$ cat src/rtl/arbitro_multiplicador.sv
// Round-robin arbiter sharing one start/busy shift-add multiplier between two requesters.
// ack one cycle after the grant edge, done one cycle after busy is seen low; requests wait in IDLE while the multiplier is busy.
module arbitro_multiplicador #(
   parameter int WIDTH        = 8,
   parameter int BUSY_TIMEOUT = 4
) (
   input  logic                 clk,
   input  logic                 rst,
   input  logic                 req0,
   input  logic [WIDTH-1:0]     p0,
   input  logic [WIDTH-1:0]     q0,
   output logic                 ack0,
   output logic                 done0,
   output logic [2*WIDTH-1:0]   m0,
   input  logic                 req1,
   input  logic [WIDTH-1:0]     p1,
   input  logic [WIDTH-1:0]     q1,
   output logic                 ack1,
   output logic                 done1,
   output logic [2*WIDTH-1:0]   m1,
   output logic                 mul_start,
   output logic [WIDTH-1:0]     mul_p,
   output logic [WIDTH-1:0]     mul_q,
   input  logic                 mul_busy,
   input  logic [2*WIDTH-1:0]   mul_m,
   output logic                 owner,
   output logic                 err
);

   typedef enum logic [2:0] {S_IDLE, S_LAUNCH, S_WAIT_BUSY, S_RUN, S_DONE} state_t;

   localparam logic [3:0] TMO = 4'(BUSY_TIMEOUT);

   state_t               r_state;
   logic                 r_last_grant;
   logic                 r_owner;
   logic [3:0]           r_cnt;
   logic                 r_mul_start;
   logic [WIDTH-1:0]     r_mul_p;
   logic [WIDTH-1:0]     r_mul_q;
   logic                 r_ack0;
   logic                 r_ack1;
   logic                 r_done0;
   logic                 r_done1;
   logic                 r_err;
   logic [2*WIDTH-1:0]   r_m0;
   logic [2*WIDTH-1:0]   r_m1;

   logic                 w_grant;
   logic                 w_win;
   logic [3:0]           w_cnt_nxt;
   logic                 w_timeout;
   logic                 w_finish;
   logic [2*WIDTH-1:0]   w_result;

   // On a tie the requester that did not win last time is served.
   assign w_grant   = (req0 | req1) & ~mul_busy;
   assign w_win     = req1 & (~req0 | ~r_last_grant);
   assign w_cnt_nxt = r_cnt + 4'd1;
   assign w_timeout = (r_state == S_WAIT_BUSY) && !mul_busy && (w_cnt_nxt == TMO);
   assign w_finish  = w_timeout || ((r_state == S_RUN) && !mul_busy);
   assign w_result  = w_timeout ? '0 : mul_m;

   always_ff @(posedge clk or posedge rst) begin
      if (rst) begin
         r_state      <= S_IDLE;
         r_last_grant <= 1'b1;
         r_owner      <= 1'b0;
         r_cnt        <= '0;
         r_mul_start  <= 1'b0;
         r_mul_p      <= '0;
         r_mul_q      <= '0;
         r_ack0       <= 1'b0;
         r_ack1       <= 1'b0;
         r_done0      <= 1'b0;
         r_done1      <= 1'b0;
         r_err        <= 1'b0;
         r_m0         <= '0;
         r_m1         <= '0;
      end else begin
         r_mul_start <= 1'b0;
         r_ack0      <= 1'b0;
         r_ack1      <= 1'b0;
         r_done0     <= 1'b0;
         r_done1     <= 1'b0;
         r_err       <= 1'b0;
         case (r_state)
            S_IDLE: begin
               if (w_grant) begin
                  r_owner     <= w_win;
                  r_mul_p     <= w_win ? p1 : p0;
                  r_mul_q     <= w_win ? q1 : q0;
                  r_mul_start <= 1'b1;
                  r_ack0      <= ~w_win;
                  r_ack1      <= w_win;
                  r_state     <= S_LAUNCH;
               end
            end
            S_LAUNCH: begin
               r_cnt   <= '0;
               r_state <= S_WAIT_BUSY;
            end
            S_WAIT_BUSY: begin
               if (mul_busy) begin
                  r_state <= S_RUN;
               end else begin
                  r_cnt <= w_cnt_nxt;
                  if (w_timeout) r_state <= S_DONE;
               end
            end
            S_RUN: begin
               if (!mul_busy) r_state <= S_DONE;
            end
            S_DONE: begin
               r_last_grant <= r_owner;
               r_state      <= S_IDLE;
            end
            default: r_state <= S_IDLE;
         endcase
         // Result lands with the done pulse; a failed launch returns zero.
         if (w_finish) begin
            r_err <= w_timeout;
            if (r_owner) begin
               r_done1 <= 1'b1;
               r_m1    <= w_result;
            end else begin
               r_done0 <= 1'b1;
               r_m0    <= w_result;
            end
         end
      end
   end

   assign ack0      = r_ack0;
   assign ack1      = r_ack1;
   assign done0     = r_done0;
   assign done1     = r_done1;
   assign m0        = r_m0;
   assign m1        = r_m1;
   assign mul_start = r_mul_start;
   assign mul_p     = r_mul_p;
   assign mul_q     = r_mul_q;
   assign owner     = r_owner;
   assign err       = r_err;

endmodule

$ cat config.mk
export PLATFORM = sky130hd
export DESIGN_NAME = arbitro_multiplicador
export DESIGN_NICKNAME = d
export VERILOG_FILES = /design/src/rtl/arbitro_multiplicador.sv
export SDC_FILE = /design/constraint.sdc
export NUM_CORES = 1
export LEC_CHECK = 0
export BUFFER_PORTS_ARGS = -buffer_cell sky130_fd_sc_hd__buf_2
export CORE_AREA = 3 3 107 58
export DETAILED_ROUTE_END_ITERATION = 12
export DIE_AREA = 0 0 110 61
export GPL_TIMING_DRIVEN = 0
export PLACE_DENSITY = 0.82
export SKIP_LAST_GASP = 1
export SYNTH_ARGS = -nofsm -noshare
export SYNTH_HDL_FRONTEND = slang
export SYNTH_SLANG_ARGS = --single-unit
$ cat constraint.sdc
create_clock -name clk -period 3.2 [get_ports clk]
set_clock_uncertainty 0.1 [all_clocks]
set_input_delay 0.48 -clock clk [delete_from_list [all_inputs] [get_ports clk]]
set_output_delay 0.48 -clock clk [all_outputs]
set_load 0.05 [all_outputs]
# After elaboration in Yosys (flattened, before gate mapping)
# Index checks and enable logic that the tools add are counted.
totals:
  word_cells: 66
  ff_bits: 63
op_classes:
  n_bitwise: 9
  addsub: 1
  mux: 21
  n_reduce_logical: 12
  n_eq_ne: 9
op_table:
  columns: ["cell", "count"]
  rows:
  - ["$mux W16", 1]
  - ["$mux W8", 2]
  - ["$mux W3", 4]
  - ["$pmux W3 S4", 1]
  - ["$mux W1", 11]
  - ["$pmux W4 S2", 1]
  - ["$reduce_and A2 Y1", 4]
  - ["$eq A3 B2 Y1 const B", 2]
  - ["$ne A2 B2 Y1 const B", 3]
  - ["$not A1 Y1", 5]
  - ["$add A4 B1 Y4 const B", 1]
  - ["$eq A4 B3 Y1 const B", 1]
  - ["$mux W4", 1]
  - ["$eq A3 B1 Y1 const B", 1]
  - ["$eq A3 B3 Y1 const B", 1]
  - ["$logic_and A1 B1 Y1", 3]
  - ["$logic_not A3 Y1", 1]
  - ["$ne A3 B3 Y1 const B", 1]
  - ["$reduce_and A3 Y1", 1]
  - ["$and A1 B1 Y1", 2]
  - ["$or A1 B1 Y1", 2]
  - ["$reduce_bool A2 Y1", 1]
  - ["$logic_not A1 Y1", 1]
  - ["$logic_or A1 B1 Y1", 1]

# Longest topological paths before layout
# Gate-level depths: netlist of the first run.
logic_depth:
  word_depth: 6
  ltp_mapped: 7
  depth_no_buf: 4

# Least setup slack after synthesis of the first run
# Ideal clock, no wire load.
synth_path:
  kind: "register -> register"
  start: "register r_cnt[0]"
  end: "register r_m1[0], in the netlist m1[0]"
  period_less_slack_ns: 2.029
  path_stages_with_launch: 8
  slack_ns: 1.171
  t_arrival_ns: 1.799
  cell_sequence: "dfrtp_1 > ha_1 > or3b_1 > buf_2 > a2111o_1 > buf_6 > buf_8 > o2bb2ai_1"
synth_via:
  elab_chain_len: 5
  word_cells_on_any_way: 6
synth_rtl:
  columns: ["item", "line", "text"]
  rows:
  - ["start: declaration", "37", "logic [3:0] r_cnt;"]
  - ["start signal: assignment", "107", "r_cnt <= w_cnt_nxt;"]
  - ["$add A4 B1 Y4 *", "59", "assign w_cnt_nxt = r_cnt + 4'd1;"]
  - ["$eq A4 B3 Y1 *", "60", "assign w_timeout = (r_state == S_WAIT_BUSY) && !mul_busy && (w_cnt_nxt == TMO);"]
  - ["$logic_and A1 B1 Y1 *", "60", null]
  - ["$logic_or A1 B1 Y1", "61", "assign w_finish = w_timeout || ((r_state == S_RUN) && !mul_busy);"]
  - ["$reduce_and A2 Y1 (no line)", null, null]
  - ["end signal: assignment", "125", "r_m1 <= w_result;"]
  - ["end: declaration", "47", "logic [2*WIDTH-1:0] r_m1;"]
# Every way passes the cells marked *; elsewhere a longest branch is shown, timed or not.
# A chain may end at the register's enable or synchronous reset.

# Worst setup path in the final report of the first run
layout_path:
  start: "register r_cnt[0]"
  end: "register r_m0[13], in the netlist m0[13]"
layout_via:
  elab_chain_len: 5
  word_cells_on_any_way: 6
layout_rtl:
  columns: ["item", "line", "text"]
  rows:
  - ["$add A4 B1 Y4 *", "59", null]
  - ["$eq A4 B3 Y1 *", "60", null]
  - ["$logic_and A1 B1 Y1 *", "60", null]
  - ["$logic_or A1 B1 Y1", "61", null]
  - ["$reduce_and A2 Y1 (no line)", null, null]
  - ["end signal: assignment", "128", "r_m0 <= w_result;"]
  - ["end: declaration", "46", "logic [2*WIDTH-1:0] r_m0;"]
# Marks and branches as above.

==> results_dict.tcl, run 1 <==
set metrics [dict create \
    setup_viol 0 \
    synthAdderAreaFrac_pct 0.459 \
    worst_r2r_startpoint "r_cnt[0]$_DFFE_PP0P_" \
    period_share_pct 70.9 \
    syn_avg_cell_area_um2 12.3 \
    nFillCells 412 \
    crit_buf_inv 2 \
    avgViaCountPerCell 5.05 \
    wirelength_mm 6.22 \
    powerDensity_mw_per_mm2 1240 \
    wl_per_cell_um 14.9 \
    p_sw_mw 2.22 \
    dr.pass1.iters 4 \
    critPathLaunch "r_cnt[0]$_DFFE_PP0P_" \
    pwr-share-seq_pct 30.8 \
    die_x_um 110 \
    p_comb_share_pct 53.7 \
    drive_gt1_share_pct 49.6 \
    cp_slowest_cell "a2111oi_4" \
    relSlewSlack_pct 62.0 \
    synth_top_area_share_pct 57.0 \
    yosysMostFrequentCell "dfrtp_1" \
    drc_errors 0 \
    synth_top_family_by_area "multiplexers" \
    p_clk_share_pct 15.4 \
    finalCriticalPeriod_ns 2.27 \
    ys_async_sr_fraction_pct 100 \
    hold_violations 0 \
    grt_max_degree 42 \
    worstPathRequired_ns 3.31 \
    antenna_cells 0 \
    synth_seq_area_share_pct 57.9 \
    grt_remaining_overflow 0 \
    track_usage_pct 19.2 \
    ys_ff_latch 63 \
    cts_resized 0 \
    clock-root-buffer "clkbuf_8" \
    syn_inst 222 \
    syn_nets 276 \
    cts_max_level 3 \
    yosys_warnings 0 \
    p_int_mw 2.18 \
    crit_arrival_ns 2.38 \
    finalSetupTns_ns 0 \
    syn_to_final_growth_pct 30.8 \
    synth_compound_area_share_pct 13.7 \
    cp_cell_sequence "ha_1, or3b_1, buf_2, a2111oi_4, buf_6, o22ai_1" \
    crit_fanout 10 \
    synth_xor_area_share_pct 0 \
    die_h_um 61 \
    num_rows 19 \
    status "completed" \
    peakVddDrop_mv 0.792 \
    synth-simple-area-share_pct 6.80 \
    crit_family "compound AO/OA/AOI/OAI gates" \
    cts_setup_buffers 0 \
    max_clock_freq_mhz 441 \
    synth_top_area_cell "dfrtp_1" \
    cts_buffers 9 \
    clockBufferDepth 2 \
    numPortBuffers 106 \
    post-dp-hpwl_mm 4.68 \
    tightest_slew_ns 0.570 \
    antenna_found_initial 0 \
    leakage_nw 1.77 \
    cts_sinks 63 \
    grt_pass1_wl_mm 9.66 \
    synth_mux_area_share_pct 14.4 \
    criticalPathCategory "reg2reg" \
    dieArea_mm2 0.00671 \
    clk_pin_slew_ns 0.07 \
    synth_top_cells_by_area "dfrtp_1 57%, mux2_2 14%, o2bb2ai_1 5.8%" \
    maxSlewViolCount 0 \
    place_congestion 0.820 \
    core_mm2 0.00535 \
    synthFlopType "dfrtp_1" \
    cts-hold-fix-buffers 0 \
    netlist_area_mm2 0.00272 \
    slowest_delay_ns 0.61 \
    cts_tree "built" \
    nNetsFinal 394 \
    pre_cts_ws_ns 0.839 \
    clkLatencyLatePin_ns 0.34 \
    switching_share_pct 50.5 \
    end_kind "register" \
    hold_class "in2async" \
    drv_cap 0 \
    synth_top_cells_by_count "62 x dfrtp_1, 33 x mux2_2, 21 x inv_1" \
    synth-edff-count 0 \
    initial_utilization_pct 50.9 \
    ant_nets 0 \
    fin_ws_ns 0.930 \
    first_global_vias 2143 \
    drt_iter0_drc 99 \
    ys_types 38 \
    io_pins 108 \
    vias 2111 \
    rsz0062_at_grt "no" \
    cp-start-kind "register" \
]
## cell families after synthesis
kind of cell | Yosys count
compound gates | 48
fa+ha+maj | 1
buf+inv | 39
flops | 63
mux | 35
simple gates | 36
## registers in the layout, indices dropped and copies added, names as in the netlist, 3 cells and up
name,cells
m0,16
m1,16
mul_p,8
mul_q,8
r_cnt,4
r_state,3
## final timing paths
path / end / slack, ns / cells past startpoint
worst min-delay path: m0[6]$_DFFE_PP0P_ / 0.06 / 2
worst max register to register: m0[13]$_DFFE_PP0P_ / 0.93 / 6
max in group asynchronous: r_last_grant$_DFFE_PP1N_ / 2.30 / 3
worst min register to register: m1[0]$_DFFE_PP0P_ / 0.40 / 1
worst max-delay path: m0[13]$_DFFE_PP0P_ / 0.93 / 6
min in group clk: m1[0]$_DFFE_PP0P_ / 0.30 / 3
## per-stage QoR
step	power [mW]	cells	utilization, %	cell area (um2)	hold slack (ns)
CTS	4.43	418	66.6	3560	0.0668
floorplan	3.18	222	-	2720	0.397
global route	4.63	418	66.6	3560	0.0933
global placement	3.68	401	62.5	3350	0.368
finish	4.40	418	66.6	3560	0.0632
detailed placement	3.75	402	62.9	3370	0.377
## layer usage
| metal | GRT usage (%) | wire length, um | vias to the layer above |
|---|---|---|---|
| li1 | - | - | 1019 |
| met4 | 5.33 | 48 | 0 |
| met2 | 34.1 | 3150 | 69 |
| met5 | 0 | 0 | - |
| met3 | 7.01 | 486 | 4 |
| met1 | 22.5 | 2540 | 1019 |
## final cells by class
type | count | area, um2 | share of cell area, %
sequential | 63 | 1580 | 44.3
multi-input combinational | 120 | 965 | 27.1
timing repair buffer | 107 | 551 | 15.5
clock buffer | 10 | 128 | 3.58
buffer | 17 | 98.8 | 2.77
tap | 73 | 91.3 | 2.56
inverter | 22 | 82.6 | 2.32
clock inverter | 6 | 68.8 | 1.93
## cells in the final DEF, fill, tap and decap left out, types with 2 or more instances in the layout
master / instances
a21oi_1: 4
buf_2: 113
clkinv_4: 2
nor2_1: 3
buf_6: 2
mux2_2: 33
o2bb2ai_1: 18
nand2_1: 18
dfrtp_1: 62
clkbuf_8: 9
o22ai_1: 17
nor2b_1: 2
clkbuf_1: 8
inv_1: 20
a211oi_1: 3
## power groups by stage
stage	Sequential (mW)	Combinational, mW	Clock [mW]
2_1_floorplan	2.48	0.697	0
5_1_grt	1.39	2.50	0.738
3_5_place_dp	1.36	2.38	0
3_3_place_gp	1.35	2.33	0
6_report	1.36	2.37	0.680
4_1_cts	1.35	2.39	0.694
Note: power is estimated with default switching activity, not from simulation.
==> run 2, diff against run 1 <==
ABC_AREA = 1   (was default)
CORE_AREA = 3 3 111 60   (was 3 3 107 58)
DIE_AREA = 0 0 114 63   (was 0 0 110 61)
PLACE_DENSITY = 0.78   (was 0.82)
clock period = 2.3 ns   (was 3.2 ns; I/O delays follow)
==> results_dict.tcl, run 2 <==
set metrics [dict create \
    tightest_slew_ns 0.490 \
    cp_cell_sequence "inv_1, nand3_2, nor2_4, nand2_4, nand2_4, nand2_4, buf_6, nand2_1, nand2_1" \
    avgViaCountPerCell 5.09 \
    cp-start-kind "register" \
    crit_fanout 10 \
    crit_buf_inv 2 \
    powerDensity_mw_per_mm2 1630 \
    cpMostUsedCell "nand2_4" \
    period_share_pct 72.3 \
    cts_setup_buffers 0 \
    dr.pass1.iters 4 \
    syn_avg_cell_area_um2 9.08 \
    synth_top_cells_by_area "dfrtp_1 57%, nand2_1 17%, nand4_1 7.8%" \
    cts-hold-fix-buffers 1 \
    wl_per_cell_um 15.0 \
    ys_async_sr_fraction_pct 100 \
    synth_top_area_cell "dfrtp_1" \
    maxSlewViolCount 0 \
    hold_violations 0 \
    finalCriticalPeriod_ns 1.66 \
    cts_sinks 63 \
    initial_utilization_pct 46.8 \
    cts_max_level 3 \
    grt_remaining_overflow 0 \
    crit_arrival_ns 1.77 \
    ys_types 25 \
    status "completed" \
    wirelength_mm 7.54 \
    num_rows 20 \
    antenna_cells 0 \
    place_area_mm2 0.00339 \
    synth-edff-count 0 \
    cp_slowest_cell "dfrtp_1" \
    clockBufferDepth 2 \
    yosys_warnings 0 \
    rsz0062_at_grt "no" \
    total_power_mw 6.07 \
    die_x_um 114 \
    grt_max_degree 43 \
    end_kind "register" \
    criticalPathCategory "reg2reg" \
    grt_pass1_wl_mm 12.4 \
    antenna_found_initial 0 \
    drive_gt1_share_pct 35.6 \
    drc_errors 0 \
    relSlewSlack_pct 67.4 \
    max_clock_freq_mhz 601 \
    dieArea_mm2 0.00718 \
    synth_top_area_share_pct 56.6 \
    netlist_area_mm2 0.00274 \
    clk_pin_slew_ns 0.05 \
    cts_buffers 9 \
    vias 2564 \
    worstPathRequired_ns 2.41 \
    crit_family "simple AND/OR/NAND/NOR gates" \
    die_h_um 63 \
    peakVddDrop_mv 0.830 \
    syn_inst 302 \
    leakage_nw 2.14 \
    final_cell_mix "124 x nand2_1, 114 x buf_2, 62 x dfrtp_1" \
    cts_resized 0 \
    syn_to_final_growth_pct 35.6 \
    clock-root-buffer "clkbuf_16" \
    setup_viol 0 \
    synth_mux_area_share_pct 0 \
    nNetsFinal 476 \
    synth_xor_area_share_pct 0.319 \
    track_usage_pct 22.0 \
    drv_cap 0 \
    place_congestion 0.850 \
    synthFlopType "dfrtp_1" \
    first_global_vias 2549 \
    synth_seq_area_share_pct 57.5 \
    synthAdderAreaFrac_pct 0.456 \
    io_pins 108 \
    finalSetupTns_ns 0 \
    fin_area_mm2 0.00372 \
    nFillCells 490 \
    numPortBuffers 107 \
    ant_nets 0 \
    synth_top_family_by_area "simple AND/OR/NAND/NOR gates" \
    synth_compound_area_share_pct 1.69 \
    drt_iter0_drc 144 \
    yosysMostFrequentCell "nand2_1" \
    ys_ff_latch 63 \
    clkLatencyLatePin_ns 0.33 \
    core_mm2 0.00586 \
    syn_nets 356 \
    synth-simple-area-share_pct 33.7 \
    post-dp-hpwl_mm 5.47 \
    synth_top_cells_by_count "124 x nand2_1, 62 x dfrtp_1, 34 x nand4_1" \
    final_common_cell "nand2_1" \
    hold_class "in2reg" \
    cts_tree "built" \
    slowest_delay_ns 0.44 \
]
-- run 2: kinds of logic (layout without fill, tap and decap cells) --
family,count (synthesis),count (layout)
adder cells (fa/ha/maj),1,1
AND/OR/NAND/NOR,195,195
buffers and inverters,33,158
XOR/XNOR,1,1
flip-flops,63,63
AO/OA/AOI/OAI,9,9
-- run 2: layout make-up --
| type | instances | area, um2 | share of cell area [%] |
|---|---|---|---|
| multi-input combinational | 206 | 991 | 26.6 |
| clock inverter | 6 | 85.1 | 2.29 |
| tap | 77 | 96.3 | 2.59 |
| buffer | 15 | 106 | 2.86 |
| inverter | 18 | 67.6 | 1.82 |
| sequential | 63 | 1580 | 42.4 |
| timing repair buffer | 109 | 566 | 15.2 |
| clock buffer | 10 | 229 | 6.16 |
-- run 2: stage by stage --
stage / utilization, % / setup WS, ns / hold slack, ns / std cells
4_1_cts: 63.5 / 0.639 / 0.119 / 504
3_3_place_gp: 57.6 / -0.438 / 0.353 / 486
2_1_floorplan: - / 0.287 / 0.365 / 302
5_1_grt: 63.5 / 0.514 / 0.136 / 504
3_5_place_dp: 58.0 / 0.686 / 0.291 / 487
6_report: 63.5 / 0.637 / 0.127 / 504
-- run 2: per-layer routing --
metal  wire length (um)  GRT usage (%)  vias up
li1                   -              -     1230
met5                  0              0        -
met1               3410           30.6     1240
met3                589           8.12        4
met2               3500           32.5       90
met4                 40           5.93        0
-- run 2: worst reg2reg max path, delay by kind of cell, from the launching register on --
| kind | cells | cell delay, ns |
|---|---|---|
| simple gates | 7 | 0.69 |
| buf+inv | 2 | 0.31 |
| flops | 1 | 0.44 |
-- run 2: worst paths after layout --
path                                        start                        to  slack [ns]  cells past startpoint
max in group asynchronous                     rst  r_last_grant$_DFFE_PP1N_        0.96                      4
min reg2reg                    m1[10]$_DFFE_PP0P_        m1[10]$_DFFE_PP0P_        0.37                      2
max reg2reg                r_state[2]$_DFFE_PP0P_         m1[7]$_DFFE_PP0P_        0.64                      9
max                        r_state[2]$_DFFE_PP0P_         m1[7]$_DFFE_PP0P_        0.64                      9
min in group asynchronous                     rst      r_cnt[2]$_DFFE_PP0P_        0.51                      3
min                                         p1[4]      mul_p[4]$_DFFE_PP0P_        0.13                      3
-- run 2: power by group --
part           leakage [nW]  total [mW]  switching [mW]  internal [mW]
clock                 0.148        1.41           0.466          0.943
sequential            0.804        1.82           0.264           1.55
combinational          1.19        2.85            2.21          0.640
total                  2.14        6.07            2.94           3.13
